`src/rtl/multicore_sched_if.sv`:
```
// -----------------------------------------------------------------------------
// multicore_sched_if
// Stream-side bundle of the multicore scheduler: the single upstream sample
// stream and the single merged, tagged result stream.
//
//   in_data   signed upstream sample
//   in_valid  in_data valid
//   in_ready  scheduler can accept a sample this cycle
//   out_data  merged signed result
//   out_core  index of the core that produced out_data
//   out_valid out_data/out_core valid
//   out_ready downstream accepts the current result
//
// modport master : the environment (sample source / result sink)
// modport slave  : the scheduler
// -----------------------------------------------------------------------------
interface multicore_sched_if #(
   parameter int DW_IN  = 19,
   parameter int DW_OUT = 28,
   parameter int IW     = 5
);
   logic signed [DW_IN-1:0]  in_data;
   logic                     in_valid;
   logic                     in_ready;
   logic signed [DW_OUT-1:0] out_data;
   logic [IW-1:0]            out_core;
   logic                     out_valid;
   logic                     out_ready;

   modport master (
      output in_data, in_valid, out_ready,
      input  in_ready, out_data, out_core, out_valid
   );

   modport slave (
      input  in_data, in_valid, out_ready,
      output in_ready, out_data, out_core, out_valid
   );
endinterface

```
`src/rtl/multicore_sched.sv`:
```
// -----------------------------------------------------------------------------
// multicore_sched
// Round-robin scheduler between one sample stream / one result stream and
// NCORES parallel Taylor-series cores. Each upstream sample goes to exactly
// one requesting core; per-core result pulses are buffered one deep and merged
// into a single back-pressured output stream tagged with the core index.
//
//   clk        system clock, rising edge
//   rst_n      asynchronous active-low reset
//   bus        stream interface (slave side), see multicore_sched_if
//   req_in     per-core 4-bit request code, code 1 = request one sample
//   core_data  sample broadcast to all cores
//   core_load  one-hot load strobe into the granted core
//   core_out   per-core result words
//   out_en     per-core 4-bit result code, code 1 = core_out valid (pulse)
//   overrun    sticky flag: a result pulse found its holding slot full
// -----------------------------------------------------------------------------
module multicore_sched #(
   parameter int NCORES = 22,
   parameter int DW_IN  = 19,
   parameter int DW_OUT = 28,
   parameter int IW     = 5
) (
   input  logic                       clk,
   input  logic                       rst_n,
   multicore_sched_if.slave           bus,
   input  logic [4*NCORES-1:0]        req_in,
   output logic signed [DW_IN-1:0]    core_data,
   output logic [NCORES-1:0]          core_load,
   input  logic [DW_OUT*NCORES-1:0]   core_out,
   input  logic [4*NCORES-1:0]        out_en,
   output logic                       overrun
);

   localparam logic [3:0] CODE_ONE = 4'd1;

   logic [NCORES-1:0]        req_one;
   logic [NCORES-1:0]        en_one;
   logic [NCORES-1:0]        req_pend;
   logic [NCORES-1:0]        hold_v;
   logic signed [DW_OUT-1:0] hold [NCORES];
   logic [IW-1:0]            in_ptr;
   logic [IW-1:0]            out_ptr;
   logic [IW-1:0]            in_sel;
   logic [IW-1:0]            out_sel;
   logic                     in_fire;
   logic                     out_upd;
   logic                     drain_fire;
   logic [NCORES-1:0]        grant_vec;
   logic [NCORES-1:0]        drain_vec;
   logic [NCORES-1:0]        cap_vec;
   logic signed [DW_OUT-1:0] out_data_r;
   logic [IW-1:0]            out_core_r;
   logic                     out_valid_r;

   // First set bit of vec, searching ptr, ptr+1, ... NCORES-1, 0, ... ptr-1.
   // Walking k downwards lets the lowest distance from ptr overwrite last.
   function automatic logic [IW-1:0] rr_pick(input logic [NCORES-1:0] vec,
                                             input logic [IW-1:0]     ptr);
      logic [IW-1:0] pick;
      logic [IW-1:0] cand;
      pick = '0;
      for (int k = NCORES - 1; k >= 0; k--) begin
         cand = (int'(ptr) + k >= NCORES) ? IW'(int'(ptr) + k - NCORES)
                                          : IW'(int'(ptr) + k);
         if (vec[cand]) pick = cand;
      end
      return pick;
   endfunction

   function automatic logic [IW-1:0] wrap_inc(input logic [IW-1:0] idx);
      return (idx == IW'(NCORES - 1)) ? '0 : idx + 1'b1;
   endfunction

   // NOTE: every signal written in an always_comb gets a default first, so no
   // path leaves it unassigned and no latch is inferred.
   always_comb begin
      req_one = '0;
      en_one  = '0;
      for (int i = 0; i < NCORES; i++) begin
         req_one[i] = (req_in[4*i +: 4] == CODE_ONE);
         en_one[i]  = (out_en[4*i +: 4] == CODE_ONE);
      end
   end

   assign in_sel     = rr_pick(req_pend, in_ptr);
   assign out_sel    = rr_pick(hold_v, out_ptr);
   assign in_fire    = bus.in_valid & (|req_pend);
   assign out_upd    = ~out_valid_r | bus.out_ready;
   assign drain_fire = out_upd & (|hold_v);
   assign grant_vec  = in_fire    ? (NCORES'(1) << in_sel)  : '0;
   assign drain_vec  = drain_fire ? (NCORES'(1) << out_sel) : '0;
   // A slot accepts a new pulse when empty or when it empties this very cycle.
   assign cap_vec    = en_one & (~hold_v | drain_vec);

   // Input side: request capture and one-hot grant of the broadcast sample.
   // NOTE: sequential state uses non-blocking assignments so every flop samples
   // the pre-edge values regardless of statement order.
   always_ff @(posedge clk or negedge rst_n) begin
      if (!rst_n) begin
         req_pend  <= '0;
         in_ptr    <= '0;
         core_load <= '0;
         core_data <= '0;
      end else begin
         // A fresh request in the grant cycle wins over the clear.
         req_pend  <= (req_pend & ~grant_vec) | req_one;
         core_load <= grant_vec;
         if (in_fire) begin
            core_data <= bus.in_data;
            in_ptr    <= wrap_inc(in_sel);
         end
      end
   end

   // Result side: holding-slot flags, overrun, and the output register.
   always_ff @(posedge clk or negedge rst_n) begin
      if (!rst_n) begin
         hold_v      <= '0;
         overrun     <= 1'b0;
         out_ptr     <= '0;
         out_data_r  <= '0;
         out_core_r  <= '0;
         out_valid_r <= 1'b0;
      end else begin
         hold_v <= (hold_v & ~drain_vec) | cap_vec;
         if (|(en_one & ~cap_vec)) overrun <= 1'b1;
         if (out_upd) begin
            if (|hold_v) begin
               out_data_r  <= hold[out_sel];
               out_core_r  <= out_sel;
               out_valid_r <= 1'b1;
               out_ptr     <= wrap_inc(out_sel);
            end else begin
               out_valid_r <= 1'b0;
            end
         end
      end
   end

   // NOTE: the holding data words carry no reset; hold_v alone says whether a
   // slot is meaningful, and reset already clears hold_v.
   always_ff @(posedge clk) begin
      for (int i = 0; i < NCORES; i++) begin
         if (cap_vec[i]) hold[i] <= core_out[DW_OUT*i +: DW_OUT];
      end
   end

   assign bus.in_ready  = |req_pend;
   assign bus.out_data  = out_data_r;
   assign bus.out_core  = out_core_r;
   assign bus.out_valid = out_valid_r;

endmodule

```
`src/flat_wrapper.sv`:
```
// flat-port wrapper written by rule: the top's interface ports become plain ports
module multicore_sched_flat 
#(
   parameter int NCORES = 22,
   parameter int DW_IN  = 19,
   parameter int DW_OUT = 28,
   parameter int IW     = 5
)
  (clk, rst_n, req_in, core_data, core_load, core_out, out_en, overrun, bus_in_data, bus_in_valid, bus_out_ready, bus_in_ready, bus_out_data, bus_out_core, bus_out_valid);
  multicore_sched_if #(.DW_IN(DW_IN), .DW_OUT(DW_OUT), .IW(IW)) bus_i ();
  input  logic clk;
  input  logic rst_n;
  input  logic [4*NCORES-1:0] req_in;
  output logic signed [DW_IN-1:0] core_data;
  output logic [NCORES-1:0] core_load;
  input  logic [DW_OUT*NCORES-1:0] core_out;
  input  logic [4*NCORES-1:0] out_en;
  output logic overrun;
  input wire logic [$bits(bus_i.in_data)-1:0] bus_in_data;
  input wire logic [$bits(bus_i.in_valid)-1:0] bus_in_valid;
  input wire logic [$bits(bus_i.out_ready)-1:0] bus_out_ready;
  output wire logic [$bits(bus_i.in_ready)-1:0] bus_in_ready;
  output wire logic [$bits(bus_i.out_data)-1:0] bus_out_data;
  output wire logic [$bits(bus_i.out_core)-1:0] bus_out_core;
  output wire logic [$bits(bus_i.out_valid)-1:0] bus_out_valid;
  assign bus_i.in_data = bus_in_data;
  assign bus_i.in_valid = bus_in_valid;
  assign bus_i.out_ready = bus_out_ready;
  assign bus_in_ready = bus_i.in_ready;
  assign bus_out_data = bus_i.out_data;
  assign bus_out_core = bus_i.out_core;
  assign bus_out_valid = bus_i.out_valid;
  multicore_sched #(.NCORES(NCORES), .DW_IN(DW_IN), .DW_OUT(DW_OUT), .IW(IW)) u_core (.clk(clk), .rst_n(rst_n), .bus(bus_i), .req_in(req_in), .core_data(core_data), .core_load(core_load), .core_out(core_out), .out_en(out_en), .overrun(overrun));
endmodule
```
`config.mk`:
```
export PLATFORM = sky130hd
export DESIGN_NAME = multicore_sched_flat
export DESIGN_NICKNAME = d
export VERILOG_FILES = /design/src/rtl/multicore_sched_if.sv /design/src/rtl/multicore_sched.sv /design/src/flat_wrapper.sv
export SDC_FILE = /design/constraint.sdc
export NUM_CORES = 2
export LEC_CHECK = 0
export BUFFER_PORTS_ARGS = -buffer_cell sky130_fd_sc_hd__buf_2
export CORE_AREA = 2 2 347 349
export CTS_CLUSTER_SIZE = 40
export DETAILED_ROUTE_END_ITERATION = 16
export DIE_AREA = 0 0 349 351
export GPL_TIMING_DRIVEN = 0
export RECOVER_POWER = 50
export SETUP_SLACK_MARGIN = 0.1
export SLEW_MARGIN = 10
export SYNTH_ARGS = -nofsm -noshare
export SYNTH_HDL_FRONTEND = slang
export SYNTH_SLANG_ARGS = --single-unit
```
`constraint.sdc`:
```
create_clock -name clk -period 21.4 [get_ports clk]
set_input_delay 4.28 -clock clk [delete_from_list [all_inputs] [get_ports clk]]
set_output_delay 4.28 -clock clk [all_outputs]
set_load 0.005 [all_outputs]
```
==> results.py <==
metrics = {
    "timing": {
        "final_hold_viol_count": 0,
        "setup_viol": 0,
        "slew_headroom_pct": -257,
        "min_period_over_period_pct": 60.1,
        "rsz0062_at_grt": "false",
        "fin_skew_ps": 64.1,
        "maxSlewViolCount": 133,
        "post-route-min-period_ps": 12870,
        "max_freq_ghz": 0.0777,
        "setup_tns_ps": 0,
        "worstMarginPinSlew_ps": 5350,
    },
    "placed_design": {
        "port_buffers": 891,
        "routabilityCongestion": 1.04,
        "dp_hpwl_mm": 219,
    },
    "logic_synthesis": {
        "synth_nets": 5643,
        "yosysSeqAreaShare_pct": 44.9,
        "syn_avg_cell_area_um2": 10.2,
        "synth_area_leaders": "edfxtp_1, dfrtp_1, mux2i_1, nand2_1, mux4_2",
        "synth_edf_count": 616,
        "synth_area_um2": 48500,
        "ys_seq_elements": 746,
        "ys_types": 117,
        "yosysWarnings": 0,
        "synthCells": 4773,
        "synth_top_area_share_pct": 38.2,
        "synthFlopType": "edfxtp_1",
        "synth_area_leader_cell": "edfxtp_1",
        "async_flop_share_pct": 17.4,
    },
    "outcome": {
        "violations": "max-capacitance violations, max-slew violations",
        "outcome": "finished, violations left",
    },
    "floorplan": {
        "die_w_um": 349,
        "ios": 892,
        "rows": 127,
        "die_y_um": 351,
        "initial_utilization_pct": 40.7,
        "dieArea_um2": 122000,
        "coreArea_um2": 119000,
    },
    "drt": {
        "ant_nets": 0,
        "vias_per_cell": 6.61,
        "routedWlPerCell_um": 36.9,
        "first_pass_iters": 10,
        "via_count": 49400,
        "drt-initial-drc-count": 7709,
        "wl_mm": 276,
        "route.detailed.drc": 0,
    },
    "setup_path": {
        "cp.arrival_ps": 13500,
        "startpoint_type": "flip-flop",
        "path_class": "flip-flop to flip-flop",
        "crit_buf_inv": 12,
        "critPathMaxStageDelay_ps": 970,
        "crit_fanout": 16,
        "cp-end-kind": "flip-flop",
        "r2r_setup_slack_ps": 8530,
        "required_ps": 22030,
        "crit_family": "buffers and inverters",
        "crit_path_top_delay_cell": "a2111oi_2",
        "cpMostUsedCell": "buf_1",
    },
    "global_routing": {
        "grt_max_degree": 80,
        "grt_pass1_vias": 45700,
        "grt_usage_pct": 43.3,
        "grt-ovfl-total": 0,
        "antenna_found_initial": 110,
        "grt_pass1_wl_mm": 369,
    },
    "clock_network": {
        "cts_setup_buffers": 0,
        "cts-hold-fix-buffers": 0,
        "cts_max_level": 3,
        "cts.sinks": 746,
        "cts_tree": "built",
        "cts_buffer_depth": 3,
        "numCtsBuffers": 84,
        "insertion_delay_ps": 700,
        "cts_resized": 0,
        "cts.clk_slew.worst_paths_ps": 70,
        "cts_root_buf": "clkbuf_16",
    },
    "cells_and_area": {
        "area_growth_pct": 21.3,
        "drive_above_1_share_pct": 24.1,
        "nNetsFinal": 6659,
        "fillCellCount": 11200,
    },
    "flow_run": {
        "max_cap_viol_count": 3,
    },
    "hold_path": {
        "hp-class": "flip-flop to flip-flop",
    },
}
-- layout by cell type, fill, tap and decap left out, types with 25 or more instances in the layout --
| cell | synthesis | routed |
|---|---|---|
| a211oi_1 | 96 | 96 |
| nand2b_1 | 51 | 51 |
| clkbuf_1 | 160 | 294 |
| nor4_1 | 29 | 29 |
| or4b_2 | 37 | 37 |
| o211ai_1 | 89 | 89 |
| dfrtp_1 | 130 | 130 |
| buf_4 | 26 | 35 |
| nor3_1 | 95 | 95 |
| clkbuf_16 | 0 | 86 |
| a21oi_1 | 246 | 245 |
| nor2b_1 | 48 | 32 |
| a32oi_1 | 45 | 45 |
| inv_1 | 79 | 79 |
| and2_0 | 26 | 26 |
| ha_1 | 55 | 55 |
| mux2i_1 | 288 | 284 |
| and2_1 | 66 | 65 |
| nor2_1 | 284 | 280 |
| and3_1 | 87 | 87 |
| a21o_1 | 50 | 50 |
| o22ai_1 | 31 | 31 |
| or2_2 | 27 | 27 |
| o31ai_1 | 28 | 28 |
| nand3_1 | 113 | 113 |
| nand2_1 | 628 | 628 |
| o21ai_1 | 22 | 25 |
| a311oi_1 | 30 | 26 |
| mux4_2 | 65 | 65 |
| a31oi_1 | 89 | 89 |
| mux2_2 | 89 | 89 |
| a221oi_1 | 36 | 36 |
| a22oi_1 | 29 | 29 |
| a211o_1 | 29 | 29 |
| buf_2 | 88 | 869 |
| edfxtp_1 | 616 | 616 |
| o21ai_0 | 201 | 198 |
| xnor2_1 | 96 | 96 |
| diode_2 | 0 | 62 |
-- metrics by stage --
| stage | setup slack (ps) | hold slack [ps] | instance area (um^2) | util, % | cells |
|---|---|---|---|---|---|
| 6_report | 8530 | 482 | 58800 | 49.4 | 7471 |
| 5_1_grt | 8890 | 503 | 58700 | 49.4 | 7453 |
| 4_1_cts | 9230 | 481 | 58800 | 49.4 | 7409 |
| 3_5_place_dp | 9280 | 465 | 55800 | 46.9 | 7251 |
| 3_3_place_gp | 6760 | 456 | 54900 | 46.1 | 7212 |
| 2_1_floorplan | 13220 | 473 | 48500 | - | 4773 |
-- cell type report --
cell class,instances,area [um^2],share of cell area (%)
multi-input cells,3621,25200,42.9
flip-flops and latches,746,21800,37.0
inverters,94,353,0.600
diodes,62,155,0.264
repair buffers,930,4890,8.32
clock inverters,52,714,1.22
plain buffers,312,1460,2.48
clock buffers,106,2300,3.91
well taps,1548,1940,3.29
-- cells by family (layout without fill, tap and decap cells) --
| logic type | count (synthesis) | count (layout) | synth area share (%) |
|---|---|---|---|
| compound gates | 1383 | 1383 | 20.3 |
| flops | 746 | 746 | 44.9 |
| simple gates | 1627 | 1627 | 16.4 |
| mux | 444 | 444 | 11.1 |
| other cells | 0 | 62 | 0 |
| buf+inv | 406 | 1494 | 3.74 |
| fa+ha+maj | 55 | 55 | 1.42 |
| xor+xnor | 112 | 112 | 2.13 |
-- synthesized netlist by cell type, types with 30 or more instances --
library cell  count
clkbuf_1        160
buf_2            88
or4b_2           37
mux2i_1         288
and3_1           87
inv_1            79
nand3_1         113
a2111oi_0        31
a211oi_1         96
nor3_1           95
ha_1             55
a21oi_1         246
nand2_1         628
a31oi_1          89
o211ai_1         89
dfrtp_1         130
nor2b_1          48
mux2_2           89
xnor2_1          96
a221oi_1         36
edfxtp_1        616
o22ai_1          31
a32oi_1          45
nor2_1          284
nand2b_1         51
a21o_1           50
a311oi_1         30
mux4_2           65
and2_1           66
o21ai_0         201
-- metal layers --
layer	GRT usage, %	wire length, um
met5	0	352
met3	18.1	38300
met4	23.1	16900
met2	63.4	118000
met1	54.1	103000
-- final timing paths --
| kind | from | endpoint | depth (start not counted) |
|---|---|---|---|
| max | u_core.out_ptr[1] | u_core.bus.out_data[2] | 28 |
| min | u_core.bus.out_core[3] | u_core.bus.out_core[3] | 1 |
| max reg2reg | u_core.out_ptr[1] | u_core.bus.out_data[2] | 28 |
| min reg2reg | u_core.bus.out_core[3] | u_core.bus.out_core[3] | 1 |
| max in group asynchronous | rst_n | u_core.hold_v[3] | 2 |
| min in group asynchronous | rst_n | u_core.core_load[15] | 1 |
-- state kept, by name, indices dropped and copies added, names as in the netlist --
name / count
u_core.core_load: 22
u_core.out_ptr: 5
u_core.hold: 616
u_core.bus.out_valid: 1
u_core.overrun: 1
u_core.bus.out_core: 5
u_core.bus.out_data: 28
u_core.hold_v: 22
u_core.req_pend: 22
u_core.core_data: 19
u_core.in_ptr: 5
Power is left out: the tool's default activity adds up to more than one toggle a clock period on the data nets, which glitch-free logic cannot reach.
